==> config.mk <==
export PLATFORM = sky130hd
export DESIGN_NAME = display_page_sequencer
export DESIGN_NICKNAME = d
export VERILOG_FILES = /design/src/rtl/display_page_sequencer.sv
export SDC_FILE = /design/constraint.sdc
export NUM_CORES = 1
export LEC_CHECK = 0
export ABC_AREA = 1
export CORE_ASPECT_RATIO = 0.7
export CORE_MARGIN = 2
export CORE_UTILIZATION = 43
export CTS_BUF_LIST = sky130_fd_sc_hd__clkbuf_4 sky130_fd_sc_hd__clkbuf_8
export DETAILED_ROUTE_END_ITERATION = 8
export SETUP_SLACK_MARGIN = 0.4
export SYNTH_ARGS = -nofsm -noshare
export SYNTH_HDL_FRONTEND = slang
export SYNTH_SLANG_ARGS = --single-unit
export TNS_END_PERCENT = 5
==> constraint.sdc <==
create_clock -name clk -period 2.67 [get_ports clk]
set_clock_uncertainty 0.05 [all_clocks]
set_input_delay 0.267 -clock clk [delete_from_list [all_inputs] [get_ports clk]]
set_output_delay 0.267 -clock clk [all_outputs]
set_load 0.1 [all_outputs]
==> src/rtl/display_page_sequencer.sv <==
// Purpose: snapshots game values and drives a paged, rotating or blinking nibble bus to the 7-seg scanner.
// Latency: fixed 2 cycles from any input (value, snap_en or state) to out/page/blank.
// Backpressure: none; free-running, outputs are registered every cycle.
module display_page_sequencer #(
  parameter int DIGITS       = 4,
  parameter int HOLD_CYCLES  = 50000000,
  parameter int BLINK_CYCLES = 25000000
) (
  input  logic                  clk,
  input  logic                  reset,
  input  logic [2:0]            state,
  input  logic                  snap_en,
  input  logic [3:0]            round,
  input  logic [3:0]            win,
  input  logic [3:0]            lose,
  input  logic [3:0]            p1_black,
  input  logic [3:0]            p1_white,
  input  logic [3:0]            p2_black,
  input  logic [3:0]            p2_white,
  input  logic [1:0]            gameresult,
  input  logic [1:0]            matchresult,
  output logic [4*DIGITS-1:0]   out,
  output logic [1:0]            page,
  output logic                  blank
);

  localparam int HW = $clog2(HOLD_CYCLES);
  localparam int BW = $clog2(BLINK_CYCLES);
  localparam logic [HW-1:0] HOLD_MAX  = HW'(HOLD_CYCLES - 1);
  localparam logic [BW-1:0] BLINK_MAX = BW'(BLINK_CYCLES - 1);

  typedef enum logic [2:0] {
    ST_IDLE  = 3'd0,
    ST_P1    = 3'd1,
    ST_P2    = 3'd2,
    ST_ROUND = 3'd3,
    ST_MATCH = 3'd4,
    ST_RSV5  = 3'd5,
    ST_RSV6  = 3'd6,
    ST_RSV7  = 3'd7
  } state_e;

  typedef enum logic [1:0] {
    PG_INFO = 2'd0,
    PG_P1   = 2'd1,
    PG_P2   = 2'd2,
    PG_RES  = 2'd3
  } page_e;

  typedef struct packed {
    logic [3:0] round;
    logic [3:0] win;
    logic [3:0] lose;
    logic [3:0] p1_black;
    logic [3:0] p1_white;
    logic [3:0] p2_black;
    logic [3:0] p2_white;
    logic [1:0] gameresult;
    logic [1:0] matchresult;
  } snap_t;

  // Stage 1 state
  snap_t   snap_q, snap_d;
  state_e  state_q, state_d;
  // Stage 2 state
  state_e  state_prev_q, state_prev_d;
  page_e   page_q, page_d;
  logic [HW-1:0] hold_cnt_q, hold_cnt_d;
  logic [BW-1:0] blink_cnt_q, blink_cnt_d;
  logic    phase_q, phase_d;
  logic [4*DIGITS-1:0] out_q, out_d;
  logic    blank_q, blank_d;
  logic    mode_chg;
  logic [15:0] digits_lo;

  // Stage 1: capture values on strobe, always register the game state.
  always_comb begin
    snap_d = snap_q;
    if (snap_en) begin
      snap_d = {round, win, lose, p1_black, p1_white, p2_black, p2_white, gameresult, matchresult};
    end
    state_d = state_e'(state);
  end

  // Stage 2: page selection, rotation and blink timing; a mode change restarts everything.
  always_comb begin
    mode_chg     = (state_q != state_prev_q);
    state_prev_d = state_q;
    page_d       = page_q;
    hold_cnt_d   = '0;
    blink_cnt_d  = '0;
    phase_d      = 1'b0;
    case (state_q)
      ST_P1: page_d = PG_P1;
      ST_P2: page_d = PG_P2;
      ST_ROUND: begin
        if (mode_chg) begin
          page_d = PG_RES;
        end else if (hold_cnt_q == HOLD_MAX) begin
          case (page_q)
            PG_RES:  page_d = PG_P1;
            PG_P1:   page_d = PG_P2;
            default: page_d = PG_RES;
          endcase
        end else begin
          hold_cnt_d = hold_cnt_q + HW'(1);
        end
      end
      ST_MATCH: begin
        page_d = PG_RES;
        if (mode_chg) begin
          phase_d = 1'b0;
        end else if (blink_cnt_q == BLINK_MAX) begin
          phase_d = ~phase_q;
        end else begin
          blink_cnt_d = blink_cnt_q + BW'(1);
          phase_d     = phase_q;
        end
      end
      default: page_d = PG_INFO;
    endcase
  end

  // Stage 2: build digit contents of the selected page from the snapshot, blank upper digits.
  always_comb begin
    digits_lo = 16'h0000;
    case (page_d)
      PG_INFO: digits_lo = {snap_q.round, snap_q.win, snap_q.lose, 4'h0};
      PG_P1:   digits_lo = {4'h1, 4'h0, snap_q.p1_black, snap_q.p1_white};
      PG_P2:   digits_lo = {4'h2, 4'h0, snap_q.p2_black, snap_q.p2_white};
      default: digits_lo = {4'hE, 2'b00, snap_q.gameresult, 4'hE, 2'b00, snap_q.matchresult};
    endcase
    blank_d = (state_q == ST_MATCH) && phase_d;
    out_d   = '1;
    if (!blank_d) begin
      out_d[15:0] = digits_lo;
    end
  end

  // All state registers with synchronous reset.
  always_ff @(posedge clk) begin
    if (reset) begin
      snap_q       <= '0;
      state_q      <= ST_IDLE;
      state_prev_q <= ST_IDLE;
      page_q       <= PG_INFO;
      hold_cnt_q   <= '0;
      blink_cnt_q  <= '0;
      phase_q      <= 1'b0;
      out_q        <= '1;
      blank_q      <= 1'b1;
    end else begin
      snap_q       <= snap_d;
      state_q      <= state_d;
      state_prev_q <= state_prev_d;
      page_q       <= page_d;
      hold_cnt_q   <= hold_cnt_d;
      blink_cnt_q  <= blink_cnt_d;
      phase_q      <= phase_d;
      out_q        <= out_d;
      blank_q      <= blank_d;
    end
  end

  assign out   = out_q;
  assign page  = page_q;
  assign blank = blank_q;

endmodule

### After elaboration in Yosys (flattened, before gate mapping)

Index checks and enable logic that the tools add are counted.

* input port bits: 38
* flip-flop bits (word level): 109

* equality and inequality tests: 11
* mux-type cells: 8
* reductions and logical operators: 5
* add/subtract/negate cells: 2
* bitwise operators: 3

Operator list (number)
* 16-bit case mux with 3 select lines: 1
* 26-bit by 1-bit adder with 26-bit output, second input constant: 1
* 26-bit == test, second input constant: 1
* 25-bit by 1-bit adder with 25-bit output, second input constant: 1
* 25-bit == test, second input constant: 1
* 2-bit case mux with 4 select lines: 1
* 4-bit OR reduction: 2
* 3-bit by 2-bit == test with 1-bit output, second input constant: 2
* 2-bit by 1-bit == test with 1-bit output, second input constant: 2
* 2-bit == test, second input constant: 2
* 2-bit 2-to-1 mux: 2
* 2-bit case mux with 2 select lines: 1
* 3-bit by 1-bit == test with 1-bit output, second input constant: 1
* 3-bit == test, second input constant: 1
* 1-bit 2-to-1 mux: 3
* 3-bit inequality test: 1
* 1-bit inverter: 3
* 2-bit zero test: 1
* 2-bit OR reduction: 1
* 1-bit logical AND: 1

### Longest topological paths before layout

* depth in word-level cells: 7
* mapped depth: 17
* mapped depth without buffers: 16

### Worst setup path after synthesis

OpenSTA, ideal clock, no wires.

* kind: reg2reg
* from: register page_q[1], in the netlist page[1]
* to: register out_q[13], in the netlist out[13]
* slack: 0.160 ns
* period minus slack after synthesis: 2.510 ns
* stages on the path, launching flop included: 12
* arrival: 2.329 ns
* library setup time: 0.130 ns
* buffers on the path: 1
* path through: dfxtp_1 -> inv_1 -> nand2_1 -> nand3_1 -> nand3_1 -> nand2_1 -> nand2_1 -> inv_1 -> ha_1 -> dlygate4sd1_1 -> a21oi_1 -> nand3_1

* cells in the longest elaborated chain, start to end: 7
* elaborated cells between the ends (all ways): 10
* those cells by class: 4 x eq/ne; 5 x mux; 1 x reduce/logical

RTL lines
* start: declaration: RTL line 67 `page_e page_q, page_d;`
* start signal: assignment: RTL line 156 `page_q <= page_d;`
* 2-bit by 1-bit == test with 1-bit output or 2-bit == test (tied branches): RTL line 100 `case (page_q)`
* 2-bit case mux with 2 select lines (*): RTL line 100
* 2-bit 2-to-1 mux (*): RTL line 99 `end else if (hold_cnt_q == HOLD_MAX) begin`
* 2-bit 2-to-1 mux (*): RTL line 97 `if (mode_chg) begin`
* 2-bit case mux with 4 select lines (*): RTL line 93 `case (state_q)`
* via page_d[0]: RTL line 67
* 2-bit == test, or another cell as far along: RTL line 127 `case (page_d)`
* 16-bit case mux with 3 select lines (*): RTL line 127
* end signal: assignment: RTL line 160 `out_q <= out_d;`
* end: declaration: RTL line 71 `logic [4*DIGITS-1:0] out_q, out_d;`

Mark *: on every way through the listed nets, which the timed path passes. The rest lies on a longest branch.
A chain may end at the register's enable or synchronous reset.

### Worst setup path after layout

* from: register hold_cnt_q[1]
* to: register out_q[3], in the netlist out[3]

* cells in the longest elaborated chain, start to end: 6
* elaborated cells between the ends (all ways): 8
* those cells by class: 3 x eq/ne; 4 x mux; 1 x reduce/logical

RTL lines
* start: declaration: RTL line 68 `logic [HW-1:0] hold_cnt_q, hold_cnt_d;`
* start signal: assignment: RTL line 157 `hold_cnt_q <= hold_cnt_d;`
* 26-bit == test (*): RTL line 99
* 2-bit 2-to-1 mux (*): RTL line 99
* 2-bit 2-to-1 mux (*): RTL line 97
* 2-bit case mux with 4 select lines (*): RTL line 93
* via page_d[1]: RTL line 67
* 2-bit == test, or another cell as far along: RTL line 127
* 16-bit case mux with 3 select lines (*): RTL line 127

Marked as above.

==> impl_summary.md <==
Status
The run finished with clean final reports.

Routing
The remaining routing DRC violations is 0. The number of optimization iterations in the first detailed-route pass is 4. In this run, the number of DRC markers left after iteration 0 of detailed routing was 233. In the final routed layout, each cell accounts on average for 12.6 um.

The routed via count divided by cell count is 4.85. The final route contains 4,175 vias. After detailed routing, the total wire length is 10,800 um.

The number of nets with antenna violations after detailed routing is 0.

Clocking
The root buffer cell is sky130_fd_sc_hd__clkbuf_8. The maximum buffer depth of the clock tree is 2. The number of clock sinks seen by CTS is 109. The clock latency of the later-clocked register in the worst-skew pair is 380 ps.

The H-tree was split into 3 levels. The TritonCTS buffer count is 9. TritonCTS built the clock tree.

The clock-pin slew on the worst setup and hold paths is 110 ps.

Critical path
The setup check on the worst reg-to-reg path leaves a slack of 530 ps. The worst register-to-register path has a depth of 15. STA classifies the critical path startpoint as a flip-flop.

The signal on the critical path passes through ha_4 -> nand3_4 -> inv_2 -> nand2_1 -> nor2_1 -> nand2_1 -> nand2_1 -> nand3_1 -> o21bai_2 -> inv_2 -> ha_4 -> buf_6 -> a22o_1 -> nand2_1 -> nand2_1. Along the worst path, the maximum fanout reaches 6. STA classifies the critical path endpoint as a flip-flop.

The highest cell delay on the worst timing path is 370 ps. The library cell appearing most often on the critical path is sky130_fd_sc_hd__nand2_1. By startpoint and endpoint, the worst setup path is classified as flip-flop to flip-flop. The slowest cell on the critical path is sky130_fd_sc_hd__dfxtp_2. The required time at the endpoint of the critical path is 2880 ps. The critical path arrival is 2350 ps.

Synth
Sorting the synthesized cells by how often they occur yields sky130_fd_sc_hd__nor2_1, sky130_fd_sc_hd__dfxtp_1, sky130_fd_sc_hd__nand2_1. After synthesis the netlist holds a flip-flop and latch count of 109. Yosys attributes the largest share of cell area to sky130_fd_sc_hd__dfxtp_1, sky130_fd_sc_hd__nor2_1, sky130_fd_sc_hd__nand2_1, sky130_fd_sc_hd__inv_1, sky130_fd_sc_hd__o21ai_0. When the netlist entered floorplanning its net count stood at 689. The cell count after synthesis came out at 645. The post-synthesis cell area is 0.00486 mm^2.

In this run, synthesis inferred 0 flip-flops with an integrated enable. The most used flip-flop cell after synthesis is sky130_fd_sc_hd__dfxtp_1. The sequential cell area fraction in the yosys report is 44.9%.

Each instance of the synthesized netlist takes up on average 7.53 um^2. The Yosys step of the flow raised 0 warnings. Summed over all instances, the cell type with the most area after synthesis is sky130_fd_sc_hd__dfxtp_1.

The most repeated cell in the gate-level netlist after synthesis is sky130_fd_sc_hd__nor2_1. After synthesis, the largest area contributor takes up 44.9% of total cell area. The netlist uses 43 different library cells. The fraction of registers with async set/reset is 0%.

Finish
The fill cell total of the finished layout is 1,071. Summing all non-filler instances in the final layout gives an area of 0.00586 mm^2. The final net count is 747. The repair_antennas step left the layout with diodes totalling 0. Compared with the post-synthesis result, the final layout area differs by 20.7%.

Of the cells placed in the final design, the portion with a size suffix greater than 1 is 17.8%.

Floorplan
The standard cell core area is 0.0110 mm^2. The die area is 0.0122 mm^2. The row count is 32. The x dimension of the die is 131 um. In this run the vertical extent of the chip is 92.9 um.

57 I/O pins were placed. The starting density of the core is 44.1%.

Power and ir drop
The cell area power density is 545 mW/mm^2. VDD sags by at most 277 uV. The analysis attributes to cell leakage a power of 2.28 nW.

STA
The count of final hold-check violations is 0. The transition time at the pin with the least slew margin is 1030 ps. Derived from the worst setup path, the maximum achievable clock frequency is 468 MHz. The smallest clock period supported by the final layout is computed as 2140 ps. The total setup violations reported at the end of the flow is 0.

Setup repair after global routing left no endpoint under its margin. The worst path uses 80.1% of the clock period. In the final timing run, aggregate negative setup slack is 0 ps. The total count of max-transition violations in the final report came to 0.

Measured against its own limit, the worst slew margin works out to 31.5%.

GRT
The number of global-route vias before repair was 3,637. The initial antenna violation count came to 0. The largest net degree at the start of global routing is 34. The wire length of the first global-routing pass is 17,500 um. After global routing the overflow that remains totals 0.

In the global route stage, overall resource usage came out at 18.1%.

Worst hold path
The number of cells on the worst hold path is 3. The worst hold path belongs to the class input pin to flip-flop.

Place
The final estimated routing congestion in global placement is 0.791. Buffers placed on the I/O ports in this run total 56. The HPWL after detailed placement is 7710 um. In this run the cell area measured after placement is 0.00547 mm^2.

Run
The tool flagged a number of max-cap violations equal to 0.
==> worst paths after layout <==
check                                    from         endpoint
worst max-delay path            hold_cnt_q[1]           out[3]
worst min-delay path                 state[2]  state_prev_d[2]
worst max register to register  hold_cnt_q[1]           out[3]
worst min register to register  hold_cnt_q[0]    hold_cnt_q[0]
==> cell type report <==
cell class                 instances  area (um^2)  area share [%]
clock buffer                       9          124            2.11
clock inverter                     7         66.3            1.13
inverter                          64          245            4.18
multi-input combinational        453         2420            41.4
sequential                       109         2220            37.9
tap                              153          191            3.27
timing repair buffer              66          592            10.1
==> cell usage in the layout, fill, tap and decap left out, types with 7 or more instances in the layout <==
cell type,synthesis,layout
sky130_fd_sc_hd__clkbuf_8,0,9
sky130_fd_sc_hd__dfxtp_2,0,12
sky130_fd_sc_hd__inv_2,3,10
sky130_fd_sc_hd__o21ai_0,44,44
sky130_fd_sc_hd__nor3_1,11,11
sky130_fd_sc_hd__nor2_2,5,7
sky130_fd_sc_hd__nand3_1,38,38
sky130_fd_sc_hd__nor2_1,139,134
sky130_fd_sc_hd__nand2_2,5,7
sky130_fd_sc_hd__buf_4,4,28
sky130_fd_sc_hd__nand2_1,101,97
sky130_fd_sc_hd__inv_1,60,52
sky130_fd_sc_hd__a21oi_1,31,31
sky130_fd_sc_hd__nand4_1,8,8
sky130_fd_sc_hd__a22o_1,7,7
sky130_fd_sc_hd__clkdlybuf4s50_1,0,37
sky130_fd_sc_hd__xor2_1,10,10
sky130_fd_sc_hd__dfxtp_1,109,91
==> logic make-up after synthesis <==
kind of cell,Yosys count,share of synthesized area [%]
AND/OR/NAND/NOR,341,32.9
AO/OA/AOI/OAI,92,10.8
buffers and inverters,83,7.32
flip-flops,109,44.9
XOR/XNOR,14,2.52
adder cells (fa/ha/maj),6,1.55
==> flip-flops by register name, indices dropped and copies added, names as in the netlist <==
register / count
blank: 1
blink_cnt_q: 25
hold_cnt_q: 26
out: 16
page: 2
phase_q: 1
snap_q: 32
state_prev_d: 3
state_prev_q: 3
==> through the flow <==
stage / hold WS [ps] / util [%] / std cells / power [mW] / setup WS, ps
after global routing: 382 / 53.3 / 861 / 3.33 / 371
after floorplan: 324 / - / 645 / 2.09 / 414
after global placement: 379 / 49.7 / 838 / 2.23 / 257
final: 369 / 53.3 / 861 / 3.20 / 531
after CTS: 370 / 52.1 / 856 / 3.23 / 432
after detailed placement: 384 / 49.7 / 838 / 2.24 / 126
==> metal layers <==
layer	vias to the layer above	wire (um)	global-route usage (%)
li1	2196	-	-
met1	1913	5730	26.7
met2	59	4640	26.3
met3	7	354	4.74
met4	0	89	3.81
met5	-	0	0
==> worst max-delay path, delay by kind of cell, from the launching register on <==
kind / cells / cell delay (ps)
and+or+nand+nor: 8 / 540
AOI/OAI and AO/OA: 2 / 400
DFF: 1 / 370
adders and majority gates: 2 / 360
buffers and inverters: 3 / 310
==> repair_timing <==
item,CTS,global route
buffers inserted,2,5
resized for setup,13,44
hold buffers,0,0
pin swaps,1,8
endpoints found under the setup margin,16,14
==> where the power goes <==
part	total, mW	switching, mW	internal, mW
Sequential	1.72	0.0323	1.69
Clock	0.980	0.618	0.363
Combinational	0.500	0.342	0.157
Total	3.20	0.992	2.21
No activity file was read; power rests on OpenSTA's default activity.
